**config.mk**
```make
export PLATFORM = sky130hd
export DESIGN_NAME = imm_data_gen_flat
export DESIGN_NICKNAME = d
export VERILOG_FILES = /design/src/rtl/imm_data_gen_if.sv /design/src/rtl/imm_data_gen.sv /design/src/flat_wrapper.sv
export SDC_FILE = /design/constraint.sdc
export NUM_CORES = 1
export LEC_CHECK = 0
export ABC_AREA = 1
export CAP_MARGIN = 20
export CORE_MARGIN = 2
export CORE_UTILIZATION = 64
export DETAILED_ROUTE_END_ITERATION = 8
export DONT_BUFFER_PORTS = 1
export GPL_TIMING_DRIVEN = 0
export PLACE_DENSITY = 0.84
export SYNTH_ARGS = -nofsm -noshare
export SYNTH_HDL_FRONTEND = slang
export SYNTH_SLANG_ARGS = --single-unit
```
**constraint.sdc**
```tcl
create_clock -name clk -period 1.8 [get_ports clk]
set_input_delay 0.27 -clock clk [delete_from_list [all_inputs] [get_ports clk]]
set_output_delay 0.27 -clock clk [all_outputs]
set_load 0.05 [all_outputs]
```
**src/rtl/imm_data_gen_if.sv**
```systemverilog
// imm_data_gen_if
//   Bundles the immediate generator's data path signals.
//   instruction : 32-bit instruction word from instruction memory
//   ImmSrc      : 2-bit immediate format select from the control unit
//   imm_data    : 32-bit registered, sign-extended immediate
//   master modport drives instruction/ImmSrc and reads imm_data;
//   slave modport is the generator side.
interface imm_data_gen_if;
  logic [31:0] instruction;
  logic [1:0]  ImmSrc;
  logic [31:0] imm_data;

  modport master (
    output instruction,
    output ImmSrc,
    input  imm_data
  );

  modport slave (
    input  instruction,
    input  ImmSrc,
    output imm_data
  );
endinterface

```
**src/rtl/imm_data_gen.sv**
```systemverilog
// imm_data_gen
//   Immediate generator for the single-cycle RV32I datapath. Selects the
//   immediate field of the current instruction by ImmSrc, sign-extends it
//   to 32 bits and registers it (1-cycle latency, new result every cycle).
//   Ports:
//     clk   : system clock, rising-edge active
//     reset : synchronous, active-high; clears imm_data to zero
//     bus   : imm_data_gen_if.slave (instruction, ImmSrc in; imm_data out)
module imm_data_gen (
  input logic          clk,
  input logic          reset,
  imm_data_gen_if.slave bus
);

  logic [31:0] imm_next;

  // Format decode. B and J immediates are produced as halfword offsets:
  // the ISA offset's always-zero bit 0 is dropped rather than kept, so the
  // fields start at instruction[11:8] / instruction[30:21] for the LSBs.
  always_comb begin
    imm_next = 32'h0000_0000;
    case (bus.ImmSrc)
      2'b00: imm_next = {{20{bus.instruction[31]}}, bus.instruction[31:20]};
      2'b01: imm_next = {{20{bus.instruction[31]}}, bus.instruction[31:25],
                         bus.instruction[11:7]};
      2'b10: imm_next = {{20{bus.instruction[31]}}, bus.instruction[31],
                         bus.instruction[7], bus.instruction[30:25],
                         bus.instruction[11:8]};
      2'b11: imm_next = {{12{bus.instruction[31]}}, bus.instruction[31],
                         bus.instruction[19:12], bus.instruction[20],
                         bus.instruction[30:21]};
    endcase
  end

  // Output register; reset wins over the decoded value.
  always_ff @(posedge clk) begin
    if (reset) begin
      bus.imm_data <= 32'h0000_0000;
    end else begin
      bus.imm_data <= imm_next;
    end
  end

endmodule

```
**src/flat_wrapper.sv**
```systemverilog
// flat-port wrapper written by rule: the top's interface ports become plain ports
module imm_data_gen_flat 
  (clk, reset, bus_instruction, bus_ImmSrc, bus_imm_data);
  imm_data_gen_if bus_i ();
  input logic clk;
  input logic reset;
  input wire logic [$bits(bus_i.instruction)-1:0] bus_instruction;
  input wire logic [$bits(bus_i.ImmSrc)-1:0] bus_ImmSrc;
  output wire logic [$bits(bus_i.imm_data)-1:0] bus_imm_data;
  assign bus_i.instruction = bus_instruction;
  assign bus_i.ImmSrc = bus_ImmSrc;
  assign bus_imm_data = bus_i.imm_data;
  imm_data_gen u_core (.clk(clk), .reset(reset), .bus(bus_i));
endmodule
```
Yosys cells after proc, flatten, opt, wreduce, memory -nomap -nowiden
Index checks and enable logic that the tools add are counted.

operators by class
  reductions and logical operators = 1
  equality and inequality tests = 3
  muxes and demuxes = 1

operators by type and width
  operator                                        number
  one-hot mux 32 bit (4 select lines)             1
  == test 2 bit (second input constant)           2
  == test 2 x 1 -> 1 bit (second input constant)  1
  zero test 2 bit                                 1

storage, ports and cells
  word-level logic and storage cells = 6
  output and inout bits = 32
  register bits = 32
  bits of input ports = 36

Longest topological paths before layout
Gate-level depths: netlist of the first run.

  depth after elaboration = 2
  depth in mapped cells = 7
  depth with buffers taken out = 5

Worst setup path before layout of the first run
Ideal clock, no wire load.

  kind = reg2out
  start point = register u_core.bus.imm_data[30] (netlist name)
  end point = output bus_imm_data[20]
  path buffers = 1
  arrival time = 1.105 ns
  path slack = 0.425 ns
  cell stages (with the launch flop) = 2
  data required time = 1.530 ns
  cells stage by stage = dfxtp_1 > buf_4

RTL lines
  what              line               RTL
  end: declaration  flat_wrapper.sv:9  output wire logic [$bits(bus_i.imm_data)-1:0] bus_imm_data;

==> results.sh, run 1 <==
export IMPL_finalMaxSlewViolations=0
export IMPL_area_growth_pct=7.86
export IMPL_avgRoutedWirePerCell_um=12.1
export IMPL_rsz0062_at_grt="no"
export IMPL_syn_inst=122
export IMPL_worstSetupEndpointType="output port"
export IMPL_maxCapViolCount=0
export IMPL_ys_warn_count=0
export IMPL_worstPathRequired_ns=1.53
export IMPL_syn_area_um2=923
export IMPL_final_core_util_pct=75.6
export IMPL_cts_htree_levels=1
export IMPL_hold_viol=0
export IMPL_grt_max_degree=14
export IMPL_syn_area_per_cell_um2=7.57
export IMPL_core_area_um2=1320
export IMPL_critical_path_slowest_cell="dfxtp_2"
export IMPL_ir_drop_mv=0.511
export IMPL_netlist_top_cells_area="dfxtp_1 43%, buf_4 11%, nand3_1 9.8%"
export IMPL_dp_hpwl_um=1310
export IMPL_numCtsBuffers=3
export IMPL_cts_tree="done"
export IMPL_fin_setup_tns_ns=0
export IMPL_rows=13
export IMPL_p_per_area_nw_per_um2=1120
export IMPL_crit_path_max_incr_delay_ns=0.62
export IMPL_grt_total_usage_pct=19.7
export IMPL_tightest_slew_ns=0.490
export IMPL_min_period_over_period_pct=81.2
export IMPL_clkTransAtPathRegs_ns=0.10
export IMPL_maxSlewHeadroom_pct=67.3
export IMPL_yosys_area_top_type="dfxtp_1"
export IMPL_fp_dieW_um=42.0
export IMPL_synth_nets=158
export IMPL_num_vias=755
export IMPL_largest_register="u_core.bus.imm_data"
export IMPL_antenna_left=0
export IMPL_critPathTopFamily="flip-flops"
export IMPL_start_util_pct=70.1
export IMPL_globalplace_congestion=0.790
export IMPL_nNetsFinal=163
export IMPL_synth_top_cell_area_share_pct=43.4
export IMPL_cp_max_fo=13
export IMPL_grt_pass1_wl_um=2700
export IMPL_drc=0
export IMPL_cp_start_kind="flop"
export IMPL_nFillCells=105
export IMPL_cp_buffers_inverters=1
export IMPL_wirelength_um=1710
export IMPL_synth_seq_cells=20
export IMPL_die_h_um=42.0
export IMPL_stdcell_area_um2=996
export IMPL_hold_path_class="in2reg"
export IMPL_postCtsSetupRepairBufs=0
export IMPL_seq_area_frac_synth_pct=43.4
export IMPL_final_cell_mix="20 x nand2_1, 19 x nor2_1, 19 x dfxtp_1"
export IMPL_antenna_cells=0
export IMPL_clock_path_buffers=2
export IMPL_p_leak_nw=0.490
export IMPL_reg_top3="u_core.bus.imm_data: 20 flops"
export IMPL_antenna_found_initial=0
export IMPL_grt_pass1_vias=644
export IMPL_dieArea_um2=1760
export IMPL_viasPerCell=5.35
export IMPL_io_pin_count=68
export IMPL_placed_cell_area_um2=942
export IMPL_ys_types=14
export IMPL_largest_reg_flops=20
export IMPL_post_route_min_period_ns=1.46
export IMPL_crit_chain="buf_4"
export IMPL_drive_above_1_share_pct=23.0
export IMPL_portBuffers=0
export IMPL_drt_pass1_iter_count=4
export IMPL_clock_sinks=20
export IMPL_outcome="finished, final reports clean"
export IMPL_setup_viol=0
export IMPL_fmax_ghz=0.684
export IMPL_grt_overflow=0
export IMPL_layout_commonest_cell="nand2_1"
export IMPL_crit_arrival_ns=1.19
export IMPL_critPathKind="reg2out"
export IMPL_cts_root_buf="clkbuf_4"
export IMPL_drt_initial_drc_count=12
[per-layer routing]
metal | GRT usage (%) | vias to the layer above | wire length [um]
met5 | 0 | - | 0
met4 | 7.74 | 0 | 17
li1 | - | 385 | -
met3 | 4.31 | 2 | 142
met1 | 23.3 | 329 | 664
met2 | 34.4 | 39 | 887
[through the flow]
stage / hold slack (ns) / total power, W / setup slack (ns) / instances
final: 0.0695 / 0.00112 / 0.338 / 141
after global routing: 0.0610 / 0.00116 / 0.283 / 141
after CTS: 0.0722 / 0.00112 / 0.0321 / 141
after detailed placement: 0.382 / 0.000774 / 0.360 / 137
after global placement: 0.381 / 0.000769 / 0.395 / 137
after floorplan: 0.377 / 0.000754 / 0.425 / 122
[cells in the mapped netlist]
| master | count |
|---|---|
| a21oi_1 | 8 |
| buf_4 | 13 |
| buf_6 | 3 |
| buf_8 | 1 |
| clkbuf_2 | 1 |
| dfxtp_1 | 20 |
| inv_1 | 4 |
| inv_2 | 2 |
| inv_6 | 1 |
| nand2_1 | 20 |
| nand2_2 | 3 |
| nand3_1 | 18 |
| nor2_1 | 19 |
| o21ai_0 | 9 |
[layout make-up]
cell class / count / area, um2 / area share (%)
sequential: 20 / 402 / 40.3
multi-input combinational: 77 / 340 / 34.2
buffer: 18 / 151 / 15.2
inverter: 7 / 31.3 / 3.14
clock inverter: 1 / 30.0 / 3.02
clock buffer: 3 / 22.5 / 2.26
tap: 15 / 18.8 / 1.88
[what timing repair did]
item	in CTS	in global routing
hold buffers	0	0
setup endpoints to repair	0	12
gates resized for setup	0	1
[where the power goes]
part,switching [W],internal (W),total (W),leakage (nW)
clock network,0.000128,0.000225,0.000353,0.0279
logic,0.000110,0.0000555,0.000166,0.295
registers,0.000123,0.000474,0.000596,0.167
total,0.000361,0.000754,0.00112,0.490
[final timing paths]
path,startpoint,endpoint,slack [ns],cells after the start
setup / recovery,u_core.bus.imm_data[30],bus_imm_data[23],0.34,1
hold / removal,bus_instruction[31],u_core.bus.imm_data[30],0.07,2
[cells by family after synthesis]
family                 Yosys count  share of synthesized area (%)
AOI/OAI and AO/OA               17                           9.21
buffers and inverters           25                           19.8
DFF                             20                           43.4
and+or+nand+nor                 60                           27.6
(Power assumes the default switching activity.)
==> run 2, diff against run 1 <==
--- a/config.mk
+++ b/config.mk
@@ -7,12 +7,13 @@
 export LEC_CHECK = 0
 export ABC_AREA = 1
 export CAP_MARGIN = 20
+export CORE_ASPECT_RATIO = 1.2
 export CORE_MARGIN = 2
-export CORE_UTILIZATION = 64
+export CORE_UTILIZATION = 59
 export DETAILED_ROUTE_END_ITERATION = 8
 export DONT_BUFFER_PORTS = 1
 export GPL_TIMING_DRIVEN = 0
-export PLACE_DENSITY = 0.84
+export PLACE_DENSITY = 0.79
 export SYNTH_ARGS = -nofsm -noshare
 export SYNTH_HDL_FRONTEND = slang
 export SYNTH_SLANG_ARGS = --single-unit
==> constraint.sdc (replaced) <==
create_clock -name clk -period 1.51 [get_ports clk]
set_input_delay 0.2265 -clock clk [delete_from_list [all_inputs] [get_ports clk]]
set_output_delay 0.2265 -clock clk [all_outputs]
set_load 0.05 [all_outputs]
==> results.sh, run 2 (same netlist as run 1, synthesis figures left out) <==
export IMPL_grt_pass1_vias=626
export IMPL_cts_root_buf="clkbuf_4"
export IMPL_drt_initial_drc_count=6
export IMPL_num_vias=757
export IMPL_worstPathRequired_ns=1.28
export IMPL_portBuffers=0
export IMPL_viasPerCell=5.29
export IMPL_antenna_left=0
export IMPL_fp_dieW_um=40.1
export IMPL_rows=15
export IMPL_cp_max_fo=13
export IMPL_drc=0
export IMPL_cp_buffers_inverters=1
export IMPL_area_growth_pct=6.37
export IMPL_drt_pass1_iter_count=2
export IMPL_largest_register="u_core.bus.imm_data"
export IMPL_whs_path_depth=2
export IMPL_cp_start_kind="flop"
export IMPL_ir_drop_mv=0.684
export IMPL_grt_total_usage_pct=20.2
export IMPL_hold_path_end="u_core.bus.imm_data[30]"
export IMPL_p_per_area_nw_per_um2=1230
export IMPL_crit_chain="buf_4"
export IMPL_postCtsSetupRepairBufs=0
export IMPL_grt_overflow=0
export IMPL_outcome="finished, final reports clean"
export IMPL_crit_arrival_ns=1.20
export IMPL_reg_top3="u_core.bus.imm_data: 20 flops"
export IMPL_final_cell_mix="20 x nand2_1, 19 x nor2_1, 19 x dfxtp_1"
export IMPL_grt_max_degree=14
export IMPL_drive_above_1_share_pct=23.0
export IMPL_critPathKind="reg2out"
export IMPL_die_h_um=47.3
export IMPL_critPathTopFamily="flip-flops"
export IMPL_dieArea_um2=1900
export IMPL_hold_viol=0
export IMPL_min_delay_start="bus_instruction[31]"
export IMPL_wirelength_um=1770
export IMPL_fmax_ghz=0.701
export IMPL_tightest_slew_ns=0.485
export IMPL_clock_path_buffers=2
export IMPL_post_route_min_period_ns=1.43
export IMPL_layout_commonest_cell="nand2_1"
export IMPL_core_area_um2=1450
export IMPL_worstSetupEndpointType="output port"
export IMPL_nNetsFinal=163
export IMPL_fin_setup_tns_ns=0
export IMPL_hold_path_class="in2reg"
export IMPL_numCtsBuffers=3
export IMPL_antenna_found_initial=0
export IMPL_io_pin_count=68
export IMPL_p_leak_nw=0.483
export IMPL_setup_viol=0
export IMPL_rsz0062_at_grt="no"
export IMPL_antenna_cells=0
export IMPL_dp_hpwl_um=1360
export IMPL_min_period_over_period_pct=94.4
export IMPL_critical_path_slowest_cell="dfxtp_2"
export IMPL_avgRoutedWirePerCell_um=12.4
export IMPL_globalplace_congestion=0.774
export IMPL_setup_ws_ns=0.0839
export IMPL_cts_tree="done"
export IMPL_finalMaxSlewViolations=0
export IMPL_largest_reg_flops=20
export IMPL_crit_path_max_incr_delay_ns=0.62
export IMPL_clkTransAtPathRegs_ns=0.11
export IMPL_place_ws_ns=0.118
export IMPL_start_util_pct=63.9
export IMPL_grt_pass1_wl_um=2540
export IMPL_maxSlewHeadroom_pct=67.6
export IMPL_clock_sinks=20
export IMPL_cts_htree_levels=1
export IMPL_maxCapViolCount=0
-- run 2: changes by cell type in the layout (fill, tap and decap cells not counted), sizes merged --
cell	delta
clkbuf	+1
bufinv	-1
-- run 2: final cells by class --
| type | count | area, um2 |
|---|---|---|
| fill | 134 | 463 |
| sequential | 20 | 402 |
| multi-input combinational | 77 | 340 |
| buffer | 18 | 151 |
| clock buffer | 4 | 36.3 |
| inverter | 7 | 31.3 |
| tap | 17 | 21.3 |
-- run 2: worst max-delay path by stage --
| stage | startpoint | end | slack [ns] | cells past startpoint |
|---|---|---|---|---|
| floorplan | u_core.bus.imm_data[30] | bus_imm_data[20] | 0.18 | 1 |
| global placement | u_core.bus.imm_data[30] | bus_imm_data[27] | 0.15 | 1 |
| detailed placement | u_core.bus.imm_data[30] | bus_imm_data[24] | 0.12 | 1 |
| CTS | u_core.bus.imm_data[30] | bus_imm_data[24] | 0.08 | 1 |
| global route | u_core.bus.imm_data[30] | bus_imm_data[24] | 0.01 | 1 |
| finish | u_core.bus.imm_data[30] | bus_imm_data[24] | 0.08 | 1 |
-- run 2: per-stage QoR --
| stage | power, W | utilization (%) | hold slack [ns] | instances | cell area (um2) |
|---|---|---|---|---|---|
| after CTS | 0.00121 | 68.0 | 0.0155 | 143 | 982 |
| after global routing | 0.00126 | 68.0 | 0.0154 | 143 | 982 |
| final | 0.00121 | 68.0 | 0.0143 | 143 | 982 |
| after floorplan | 0.000899 | - | 0.333 | 122 | 923 |
| after detailed placement | 0.000922 | 65.4 | 0.339 | 139 | 945 |
| after global placement | 0.000917 | 65.4 | 0.339 | 139 | 945 |
-- run 2: per-layer routing --
layer	part of all wire, %	wire [um]	up-vias	GRT usage (%)
met5	0	0	-	0
li1	-	-	386	-
met2	46	808	43	32.6
met3	13	229	5	7.58
met1	39	691	323	22.0
met4	2.5	44	0	12.4
-- run 2: power by group --
part	internal, W	switching, W	total, W	leakage, nW
Clock	0.000147	0.000155	0.000302	0.0210
Combinational	0.0000662	0.000131	0.000198	0.295
Sequential	0.000565	0.000146	0.000711	0.167
-- run 2: timing repair --
action,in CTS,in global routing
gates resized for setup,1,0
hold endpoints to repair,0,0
hold buffers,0,0
setup endpoints to repair,12,0
==> run 3, diff against run 2 <==
--- a/config.mk
+++ b/config.mk
@@ -9,11 +9,11 @@
 export CAP_MARGIN = 20
 export CORE_ASPECT_RATIO = 1.2
 export CORE_MARGIN = 2
-export CORE_UTILIZATION = 59
+export CORE_UTILIZATION = 55
 export DETAILED_ROUTE_END_ITERATION = 8
 export DONT_BUFFER_PORTS = 1
 export GPL_TIMING_DRIVEN = 0
-export PLACE_DENSITY = 0.79
+export PLACE_DENSITY = 0.74
 export SYNTH_ARGS = -nofsm -noshare
 export SYNTH_HDL_FRONTEND = slang
 export SYNTH_SLANG_ARGS = --single-unit
==> constraint.sdc (replaced) <==
create_clock -name clk -period 1.6 [get_ports clk]
set_input_delay 0.24 -clock clk [delete_from_list [all_inputs] [get_ports clk]]
set_output_delay 0.24 -clock clk [all_outputs]
set_load 0.05 [all_outputs]
==> results.sh, run 3 (same netlist as run 1, synthesis figures left out) <==
export IMPL_cts_htree_levels=1
export IMPL_cts_resized=1
export IMPL_globalplace_congestion=0.768
export IMPL_post_route_min_period_ns=1.43
export IMPL_grt_total_usage_pct=17.6
export IMPL_p_leak_nw=0.490
export IMPL_area_growth_pct=8.27
export IMPL_dieArea_um2=2020
export IMPL_clockPowerShare_pct=31.8
export IMPL_rows=16
export IMPL_tightest_slew_ns=0.486
export IMPL_placed_cell_area_um2=946
export IMPL_die_h_um=48.9
export IMPL_antenna_found_initial=0
export IMPL_dp_hpwl_um=1360
export IMPL_reg_top3="u_core.bus.imm_data: 20 flops"
export IMPL_crit_cells=1
export IMPL_seq_power_share_pct=53.3
export IMPL_p_comb_share_pct=14.9
export IMPL_numCtsBuffers=3
export IMPL_min_period_over_period_pct=89.3
export IMPL_grt_overflow=0
export IMPL_finalNonFillerCells=144
export IMPL_outcome="finished, final reports clean"
export IMPL_critPathLaunch="u_core.bus.imm_data[30]"
export IMPL_power_w=0.00126
export IMPL_worstSetupEndpointType="output port"
export IMPL_crit_chain="buf_4"
export IMPL_place_ws_ns=0.192
export IMPL_p_per_area_nw_per_um2=1260
export IMPL_wirelength_um=1740
export IMPL_cp_max_fo=13
export IMPL_hold_path_class="in2reg"
export IMPL_clkTransAtPathRegs_ns=0.11
export IMPL_grt_pass1_vias=657
export IMPL_setup_ws_ns=0.171
export IMPL_fmax_ghz=0.700
export IMPL_portBuffers=0
export IMPL_grt_max_degree=14
export IMPL_critPathTopFamily="flip-flops"
export IMPL_crit_path_max_incr_delay_ns=0.61
export IMPL_start_util_pct=57.7
export IMPL_core_area_um2=1600
export IMPL_p_sw_share_pct=32.6
export IMPL_viasPerCell=5.22
export IMPL_fp_dieW_um=41.4
export IMPL_layout_commonest_cell="nand2_1"
export IMPL_final_cell_mix="20 x nand2_1, 19 x nor2_1, 19 x dfxtp_1"
export IMPL_drc=0
export IMPL_antenna_cells=0
export IMPL_critPathKind="reg2out"
export IMPL_largest_reg_flops=20
export IMPL_maxCapViolCount=0
export IMPL_cp_buffers_inverters=1
export IMPL_ir_drop_mv=0.517
export IMPL_drt_pass1_iter_count=4
export IMPL_postCtsSetupRepairBufs=0
export IMPL_largest_register="u_core.bus.imm_data"
export IMPL_clock_path_buffers=2
export IMPL_critical_path_slowest_cell="dfxtp_2"
export IMPL_drt_initial_drc_count=20
export IMPL_worstPathRequired_ns=1.36
export IMPL_stdcell_area_um2=1000
export IMPL_internal_power_w=0.000848
export IMPL_maxSlewHeadroom_pct=67.6
export IMPL_rsz0062_at_grt="no"
export IMPL_p_switching_w=0.000410
export IMPL_cp_start_kind="flop"
export IMPL_nFillCells=155
export IMPL_num_vias=752
export IMPL_cts_root_buf="clkbuf_4"
export IMPL_drive_above_1_share_pct=23.0
export IMPL_hold_viol=0
export IMPL_io_pin_count=68
export IMPL_finalMaxSlewViolations=0
export IMPL_cts_tree="done"
export IMPL_whs_path_depth=2
export IMPL_clock_sinks=20
export IMPL_worstSetupEndpoint="bus_imm_data[23]"
export IMPL_nNetsFinal=163
export IMPL_min_delay_start="bus_instruction[31]"
export IMPL_setup_viol=0
export IMPL_avgRoutedWirePerCell_um=12.1
export IMPL_crit_arrival_ns=1.19
export IMPL_dp_cells=140
export IMPL_hold_buffers=0
export IMPL_antenna_left=0
export IMPL_grt_pass1_wl_um=2840
export IMPL_fin_setup_tns_ns=0
-- run 3: power by group through the flow --
stage | Clock (W) | Sequential [W] | Combinational [W]
floorplan | 0 | 0.000679 | 0.000169
global placement | 0 | 0.000683 | 0.000184
detailed placement | 0 | 0.000684 | 0.000187
CTS | 0.000407 | 0.000672 | 0.000187
global route | 0.000435 | 0.000674 | 0.000205
finish | 0.000400 | 0.000671 | 0.000187
-- run 3: worst min-delay path by stage --
| stage | end | slack, ns |
|---|---|---|
| floorplan | u_core.bus.imm_data[30] | 0.35 |
| detailed placement | u_core.bus.imm_data[30] | 0.35 |
| global route | u_core.bus.imm_data[30] | 0.03 |
| CTS | u_core.bus.imm_data[30] | 0.03 |
| finish | u_core.bus.imm_data[30] | 0.04 |
| global placement | u_core.bus.imm_data[30] | 0.35 |
-- run 3: final cells by class --
cell class	instances	area, um2	share of cell area, %
Multi-Input combinational cell	77	340	34.0
Inverter	7	31.3	3.13
Sequential cell	20	402	40.2
Tap cell	18	22.5	2.25
Clock inverter	1	30.0	3.00
Clock buffer	3	22.5	2.25
Buffer	18	151	15.1
-- run 3: per-stage QoR --
step | hold slack (ns) | util [%]
floorplan | 0.347 | -
global placement | 0.351 | 59.1
detailed placement | 0.351 | 59.1
CTS | 0.0288 | 62.4
global route | 0.0287 | 62.4
finish | 0.0350 | 62.4
-- run 3: routing by layer --
metal	part of all wire [%]	up-vias	track usage, %	routed length [um]
met1	40	326	20.8	692
li1	-	385	-	-
met2	50	39	29.7	872
met4	0.40	0	6.45	7
met3	9.5	2	5.56	166
met5	0	-	0	0
